==> src/rtl/nv_nvdla_sdp_core_y_cvt_chn_in_rsci_rcv_pkg.sv <==
// Shared SDP Y-cvt definitions: default channel word width and skid-buffer occupancy type.
package nv_nvdla_sdp_core_y_cvt_chn_in_rsci_rcv_pkg;

  localparam int SDP_DATA_W = 32;

  typedef logic [1:0] cnt_t;

  localparam cnt_t CNT_EMPTY = 2'd0;
  localparam cnt_t CNT_ONE   = 2'd1;
  localparam cnt_t CNT_FULL  = 2'd2;

endpackage

==> src/rtl/nv_nvdla_sdp_core_y_cvt_chn_in_rsci_rcv_skid2.sv <==
// Generic 2-entry register FIFO; the caller must never push when full or pop when empty.
module nv_nvdla_sdp_core_y_cvt_skid2
  import nv_nvdla_sdp_core_y_cvt_chn_in_rsci_rcv_pkg::*;
#(
  parameter int W = SDP_DATA_W
) (
  input  logic         clk,
  input  logic         rst_n,
  input  logic         push,
  input  logic         pop,
  input  logic [W-1:0] din,
  output logic [W-1:0] dout,
  output cnt_t         cnt
);

  logic [W-1:0] ent0;
  logic [W-1:0] ent1;
  logic         hd;
  logic         wr_idx;

  // With one word resident the free slot is the one after the head.
  assign wr_idx = hd ^ (cnt == CNT_ONE);
  assign dout   = hd ? ent1 : ent0;

  always_ff @(posedge clk or negedge rst_n) begin
    if (!rst_n) begin
      ent0 <= '0;
      ent1 <= '0;
      hd   <= 1'b0;
      cnt  <= CNT_EMPTY;
    end else begin
      if (push) begin
        if (wr_idx) ent1 <= din;
        else        ent0 <= din;
      end
      if (pop) hd <= ~hd;
      case ({push, pop})
        2'b10:   cnt <= cnt + 2'd1;
        2'b01:   cnt <= cnt - 2'd1;
        default: cnt <= cnt;
      endcase
    end
  end

endmodule

==> src/rtl/nv_nvdla_sdp_core_y_cvt_chn_in_rsci_rcv.sv <==
// chn_in receive interface: upstream valid/ready into a 2-entry skid buffer, read by the core's stall-wait handshake.
module nv_nvdla_sdp_core_y_cvt_chn_in_rsci_rcv
  import nv_nvdla_sdp_core_y_cvt_chn_in_rsci_rcv_pkg::*;
#(
  parameter int DATA_W = SDP_DATA_W
) (
  input  logic              nvdla_core_clk,
  input  logic              nvdla_core_rstn,
  input  logic              chn_in_rsc_vz,
  input  logic [DATA_W-1:0] chn_in_rsc_z,
  output logic              chn_in_rsc_lz,
  input  logic              chn_in_rsci_oswt,
  input  logic              chn_in_rsci_bdwt,
  output logic              chn_in_rsci_bawt,
  output logic              chn_in_rsci_wen_comp,
  output logic [DATA_W-1:0] chn_in_rsci_d_mxwt
);

  cnt_t cnt;
  logic push;
  logic pop;

  // Ready and available depend only on registered occupancy, so vz/bdwt never reach an output.
  assign chn_in_rsc_lz        = (cnt != CNT_FULL);
  assign chn_in_rsci_bawt     = (cnt != CNT_EMPTY);
  assign chn_in_rsci_wen_comp = ~chn_in_rsci_oswt | chn_in_rsci_bawt;

  assign push = chn_in_rsc_vz & chn_in_rsc_lz;
  assign pop  = chn_in_rsci_oswt & chn_in_rsci_bdwt & chn_in_rsci_bawt;

  nv_nvdla_sdp_core_y_cvt_skid2 #(
    .W (DATA_W)
  ) u_skid (
    .clk   (nvdla_core_clk),
    .rst_n (nvdla_core_rstn),
    .push  (push),
    .pop   (pop),
    .din   (chn_in_rsc_z),
    .dout  (chn_in_rsci_d_mxwt),
    .cnt   (cnt)
  );

endmodule

==> config.mk <==
export PLATFORM = sky130hd
export DESIGN_NAME = nv_nvdla_sdp_core_y_cvt_chn_in_rsci_rcv
export DESIGN_NICKNAME = d
export VERILOG_FILES = /design/src/rtl/nv_nvdla_sdp_core_y_cvt_chn_in_rsci_rcv_pkg.sv /design/src/rtl/nv_nvdla_sdp_core_y_cvt_chn_in_rsci_rcv_skid2.sv /design/src/rtl/nv_nvdla_sdp_core_y_cvt_chn_in_rsci_rcv.sv
export SDC_FILE = /design/constraint.sdc
export NUM_CORES = 1
export LEC_CHECK = 0
export BUFFER_PORTS_ARGS = -buffer_cell sky130_fd_sc_hd__buf_4
export CAP_MARGIN = 20
export CORE_MARGIN = 5
export CORE_UTILIZATION = 58
export CTS_CLUSTER_SIZE = 25
export DETAILED_ROUTE_END_ITERATION = 12
export PLACE_DENSITY = 0.83
export SKIP_CTS_REPAIR_TIMING = 1
export SLEW_MARGIN = 25
export SYNTH_ARGS = -nofsm -noshare
export SYNTH_HDL_FRONTEND = slang
export SYNTH_SLANG_ARGS = --single-unit
==> constraint.sdc <==
create_clock -name nvdla_core_clk -period 3.7 [get_ports nvdla_core_clk]
set_input_delay 0.185 -clock nvdla_core_clk [delete_from_list [all_inputs] [get_ports nvdla_core_clk]]
set_output_delay 0.185 -clock nvdla_core_clk [all_outputs]
set_load 0.005 [all_outputs]
# == Word-level counts from Yosys, hierarchy flattened ==
# Cells that the tools add are included.
# totals
regBits,67
elab_cells,24
# classes
add_sub_neg,2
n_eq_ne,4
muxes,2
bitwise,8
n_reduce_logical,4
# op_table
cell,n
$mux 32,1
$eq 2x1->1 const B,2
$pmux 2 s2,1
$reduce_and 2->1,2
$reduce_bool 2->1,2
$and 1x1->1,3
$not 1->1,3
$add 2x1->2 const B,1
$eq 2x2->1 const B,1
$ne 2x2->1 const B,1
$sub 2x1->2 const B,1
$or 1x1->1,1
$xor 1x1->1,1

# == Longest topological paths before layout ==
# logic_depth
ltp_word,4
mapped_depth,7
mapped_depth_nobuf,7

# == By module ==
# A second synthesis with hierarchy kept.
# unflattened
hier_cells,192
area_unflattened_um2,3094.2
# by_module_without_submodules
module,n_inst,cells_each,area_per_inst_um2,seq_area_each_um2
nv_nvdla_sdp_core_y_cvt_skid2,1,186,3061.7,1676.6
nv_nvdla_sdp_core_y_cvt_chn_in_rsci_rcv,1,6,32.5,0.0

# == Worst setup path before layout ==
# OpenSTA, ideal clock, no wires.
# synth_timing
path_kind,reg-to-reg
from,register u_skid.cnt[0]
to,register u_skid.ent0[0]
setup_ps,125
arrival_time_ps,1553
required_ps,3575
path_slack_ps,2022
stages_incl_launch_ff,7
n_path_buf,1
period_less_slack_ps,1678
path_cell_list,dfrtp_1 -> inv_1 -> ha_1 -> nand2b_1 -> nor2_2 -> buf_4 -> mux2_2
# synth_via
elab_chain_cells,4
# synth_rtl
element,line_no,text
"start, declared",nv_nvdla_sdp_core_y_cvt_chn_in_rsci_rcv_skid2.sv:13,output cnt_t cnt
"start signal, assigned",nv_nvdla_sdp_core_y_cvt_chn_in_rsci_rcv_skid2.sv:38,2'b10: cnt <= cnt + 2'd1;
"start signal, assigned",nv_nvdla_sdp_core_y_cvt_chn_in_rsci_rcv_skid2.sv:39,2'b01: cnt <= cnt - 2'd1;
"start signal, assigned",nv_nvdla_sdp_core_y_cvt_chn_in_rsci_rcv_skid2.sv:40,default: cnt <= cnt;
$eq 2x1->1,nv_nvdla_sdp_core_y_cvt_chn_in_rsci_rcv_skid2.sv:22,assign wr_idx = hd ^ (cnt == CNT_ONE);
$xor 1x1->1,nv_nvdla_sdp_core_y_cvt_chn_in_rsci_rcv_skid2.sv:22,
$not 1->1 (no line),--,
$reduce_and 2->1 (no line) *,--,
"end signal, assigned",nv_nvdla_sdp_core_y_cvt_chn_in_rsci_rcv_skid2.sv:34,else ent0 <= din;
"end, declared",nv_nvdla_sdp_core_y_cvt_chn_in_rsci_rcv_skid2.sv:16,logic [W-1:0] ent0;
# Mark *: on every way between the ends. The rest lies on a longest branch, timed or not.
# A chain may end at the register's enable or synchronous reset.

# == Final worst setup path ==
# layout_timing
from,register u_skid.cnt[0]
to,register u_skid.ent0[13]
# Same word-level chain as after synthesis.

==> results by stage <==
Die:
- The region available for standard cell placement spans between 0.005 and 0.006 mm2.
- Row generation in the floorplan step produced 26 rows.
- The initial standard-cell utilization of the core is 0.6026.
- The top-level port count is 72.
- The die covers a little under 0.007 mm2.
- The x dimension of the die is ~83 um.
- The chip height is approximately 83 um.

GRT:
- The initial antenna violation count is 0.
- The number of global-route vias before repair is approximately 2000.
- The total overflow left after global routing is 0.
- The wire length of the first global-routing pass is between 10000 and 15000 um.
- Entering global routing, the biggest net connects roughly 70 pins.
- The overall fraction of global-route tracks in use is 0.1810.

Power:
- The power density over the cells is 1034 mW/mm2.
- The sequential power share is 0.327.
- Overall power consumption after layout is estimated at between 0.004 and 0.005 W.
- For this design the total switching power over the nets is 0.001173 W.
- Summed over all cells, the static leakage comes to roughly 1.8 nW.
- The net switching share of the total power is 0.2899.
- The combinational cell fraction of total power is 0.493.
- Internal power comes to about 0.0029 W.
- Across the VDD grid, the largest voltage drop is 0.6358 mV.
- The fraction of power consumed by the clock network is 0.180.

Critical path:
- Measured in cells, the most critical reg-to-reg path has a length of 6.
- The startpoint identified for the worst register-to-register timing path is u_skid.cnt[0]$_DFFE_PN0P_.
- The worst setup path is captured at a flop.
- The data required time of the worst path is about 4 ns.
- The worst-case register-to-register setup slack is between 1 and 1.5 ns.
- The launching element type of the critical path is a flop.
- The worst setup path category is reg2reg.
- The worst register-to-register path ends at u_skid.ent0[13]$_DFFE_PN0P_.
- Of all nets on the critical path, the largest fanout is 24.
- At the worst endpoint, the arrival time is 2.48 ns.

Layout:
- Compared with the post-synthesis result, the final layout area differs by 25.61%.
- Leaving out fill and tap cells, the most frequent cell in the layout is sky130_fd_sc_hd__buf_4.
- The total of fill cells in the finished design is 311.
- The library cells used most frequently in the layout, excluding fill and tap cells, are sky130_fd_sc_hd__buf_4 (75), sky130_fd_sc_hd__dfrtp_1 (67), sky130_fd_sc_hd__mux2_2 (64).
- The core utilization of the finished layout is 0.7569.
- In the final layout, the share of cells above drive strength 1 is 0.6850.
- The antenna diode count is 0.
- The total number of nets in the final design is 309.

Clock tree:
- The maximum level of the CTS H-tree is 3.
- The clock insertion delay at the later pin of the skew report is about 0.33 ns.
- The clock net in this run drives a total of between 60 and 70 sinks.
- The clock tree from TritonCTS is yes.
- The total CTS buffers is 9.
- After clock tree synthesis, the clock-pin slew on the worst setup and hold paths is about 0.07 ns.
- CTS placed an instance of sky130_fd_sc_hd__clkbuf_8 at the clock tree root.
- The number of buffers between clock root and the deepest sink is 2.

Outcome:
- The final reports fail on hold timing.
- The flow ran to the end, but the final reports show violations.

STA:
- The relative slew slack is 0.4523.
- Dividing the final minimum period by the clock period gives 0.6120.
- The post-route worst setup slack is about 1.4 ns.
- Setup repair after global routing left no endpoint under its margin.
- The post-route clock skew is slightly above 0.007 ns.
- The final hold violation count is 67.
- The number of slew-limit violations in the final report was 0.
- The clock period could shrink to around 2.3 ns.
- The slew at the pin closest to its max-slew limit is 0.8216 ns.
- The final setup violation count is 0.
- The maximum frequency from static timing analysis is approximately 440 MHz.
- Adding up every negative setup slack in the final design gives 0 ns.
- Hold timing on the final database bottoms out at a slack of -0.05923 ns.

Logic synthesis:
- The area of the mapped netlist is approximately 0.0031 mm2.
- Counting flops and latches in the post-synthesis netlist gives 67.
- The synthesized design spends more area on one cell type than any other, namely sky130_fd_sc_hd__dfrtp_1.
- The share of the Yosys chip area taken by registers is 0.5379.
- The distinct cell type count after synthesis is 18.
- In the post-synthesis netlist, the biggest area contributors are sky130_fd_sc_hd__dfrtp_1 (54%), sky130_fd_sc_hd__mux2_2 (23%), sky130_fd_sc_hd__mux2_4 (14%).
- The Yosys step of the flow raised 0 warnings.
- The per-instance average area after synthesis is ~16 um2.
- The share of synthesized area in the top cell type comes to 0.5379.
- The number of nets produced by synthesis is roughly 230.
- The synthesized netlist cell count is between 150 and 200.

Route:
- In this run the remaining antenna-violating nets after routing total 0.
- The detailed router placed about 1800 vias in this run.
- The average wire length per cell after detail routing is around 17 um.
- The DRC violation total after the first TritonRoute iteration is a little over 80.
- After detailed routing, the number of remaining DRC violations is 0.
- The total length of routed wires is 5953 um.
- The detailed-route vias per instance is slightly above 5.
- The pre-antenna-repair detailed-routing pass consisted of 4 iterations.

Hold path:
- The worst hold-check path type is in2async.

Flow run:
- The max-cap check violation count is 0.

Placed design:
- Input and output buffers added on the ports amount to just over 70.
- The worst slack after detailed placement is roughly 1.4 ns.
- The routability congestion estimate from global placement is approximately 0.76.
- After legalization and detailed placement, the total HPWL measured 4031 um.
==> synthesized netlist by cell type (all sizes together) <==
library cell and count:
o21ai 1, buf 11, mux2 96, inv 4, nor2 1, ha 4, nand2b 1, nand2 2
nor2b 1, xor2 2, dfrtp 67, xnor2 2, and3 1
==> flip-flops by register name (all words and copies together) (netlist names) <==
signal,cells
u_skid.cnt,2
u_skid.ent0,32
u_skid.ent1,32
u_skid.hd,1
==> layout make-up <==
| class | instances | area [um2] | share of cell area |
|---|---|---|---|
| Timing Repair Buffer | 75 | 563.0 | 0.1438 |
| Clock inverter | 5 | 100.1 | 0.02557 |
| Inverter | 4 | 15.01 | 0.003835 |
| Clock buffer | 11 | 141.4 | 0.03611 |
| Multi-Input combinational cell | 111 | 1331 | 0.3400 |
| Sequential cell | 67 | 1677 | 0.4283 |
| Tap cell | 70 | 87.58 | 0.02237 |
==> routing by layer <==
| layer | global-route usage | up-vias | wire [um] |
|---|---|---|---|
| met1 | 0.2481 | 876 | 2766 |
| met2 | 0.2704 | 56 | 2823 |
| met4 | 0.05349 | 0 | 34 |
| met3 | 0.06535 | 7 | 329 |
| li1 | - | 822 | - |
| met5 | 0 | - | 0 |
==> critical path: stages (launching register included) <==
cell and delay (ns):
sky130_fd_sc_hd__dfrtp_1 0.38, sky130_fd_sc_hd__inv_1 0.08, sky130_fd_sc_hd__ha_1 0.21, sky130_fd_sc_hd__nand2b_1 0.24, sky130_fd_sc_hd__nor2_2 0.43, sky130_fd_sc_hd__buf_4 0.41, sky130_fd_sc_hd__mux2_2 0.38
==> power by group through the flow <==
stage          logic [W]  registers (W)  clock network, W
2_1_floorplan    0.00142        0.00126                 0
3_3_place_gp     0.00197        0.00131                 0
3_5_place_dp     0.00202        0.00133                 0
4_1_cts          0.00204        0.00132          0.000744
5_1_grt          0.00214        0.00137          0.000782
6_report         0.00200        0.00132          0.000728
==> worst max path at each step <==
stage | slack (ns) | cells after the start | startpoint | to
after floorplan | 2.02 | 6 | u_skid.cnt[0]$_DFFE_PN0P_ | u_skid.ent0[0]$_DFFE_PN0P_
final | 1.44 | 6 | u_skid.cnt[0]$_DFFE_PN0P_ | u_skid.ent0[13]$_DFFE_PN0P_
after detailed placement | 1.44 | 6 | u_skid.cnt[0]$_DFFE_PN0P_ | u_skid.ent0[17]$_DFFE_PN0P_
after CTS | 1.40 | 6 | u_skid.cnt[0]$_DFFE_PN0P_ | u_skid.ent0[13]$_DFFE_PN0P_
after global placement | 1.53 | 6 | u_skid.cnt[0]$_DFFE_PN0P_ | u_skid.ent0[16]$_DFFE_PN0P_
after global routing | 1.30 | 6 | u_skid.cnt[0]$_DFFE_PN0P_ | u_skid.ent0[17]$_DFFE_PN0P_
==> logic make-up after synthesis <==
logic type / count (synthesis) / share of synthesized area
buffers and inverters: 15 / 0.03492
XOR/XNOR: 4 / 0.01365
multiplexers: 96 / 0.3830
flip-flops: 67 / 0.5379
AO/OA/AOI/OAI: 1 / 0.001604
adder cells (fa/ha/maj): 4 / 0.01606
AND/OR/NAND/NOR: 6 / 0.01285
==> through the flow <==
step	hold WS [ns]	instance area, um2	cells
after global routing	0.007420	3915	343
after global placement	0.3413	3674	327
final	-0.05923	3915	343
after floorplan	-0.1106	3117	193
after CTS	-0.03387	3915	343
after detailed placement	0.3339	3674	327
No activity file was read; power rests on OpenSTA's default activity.
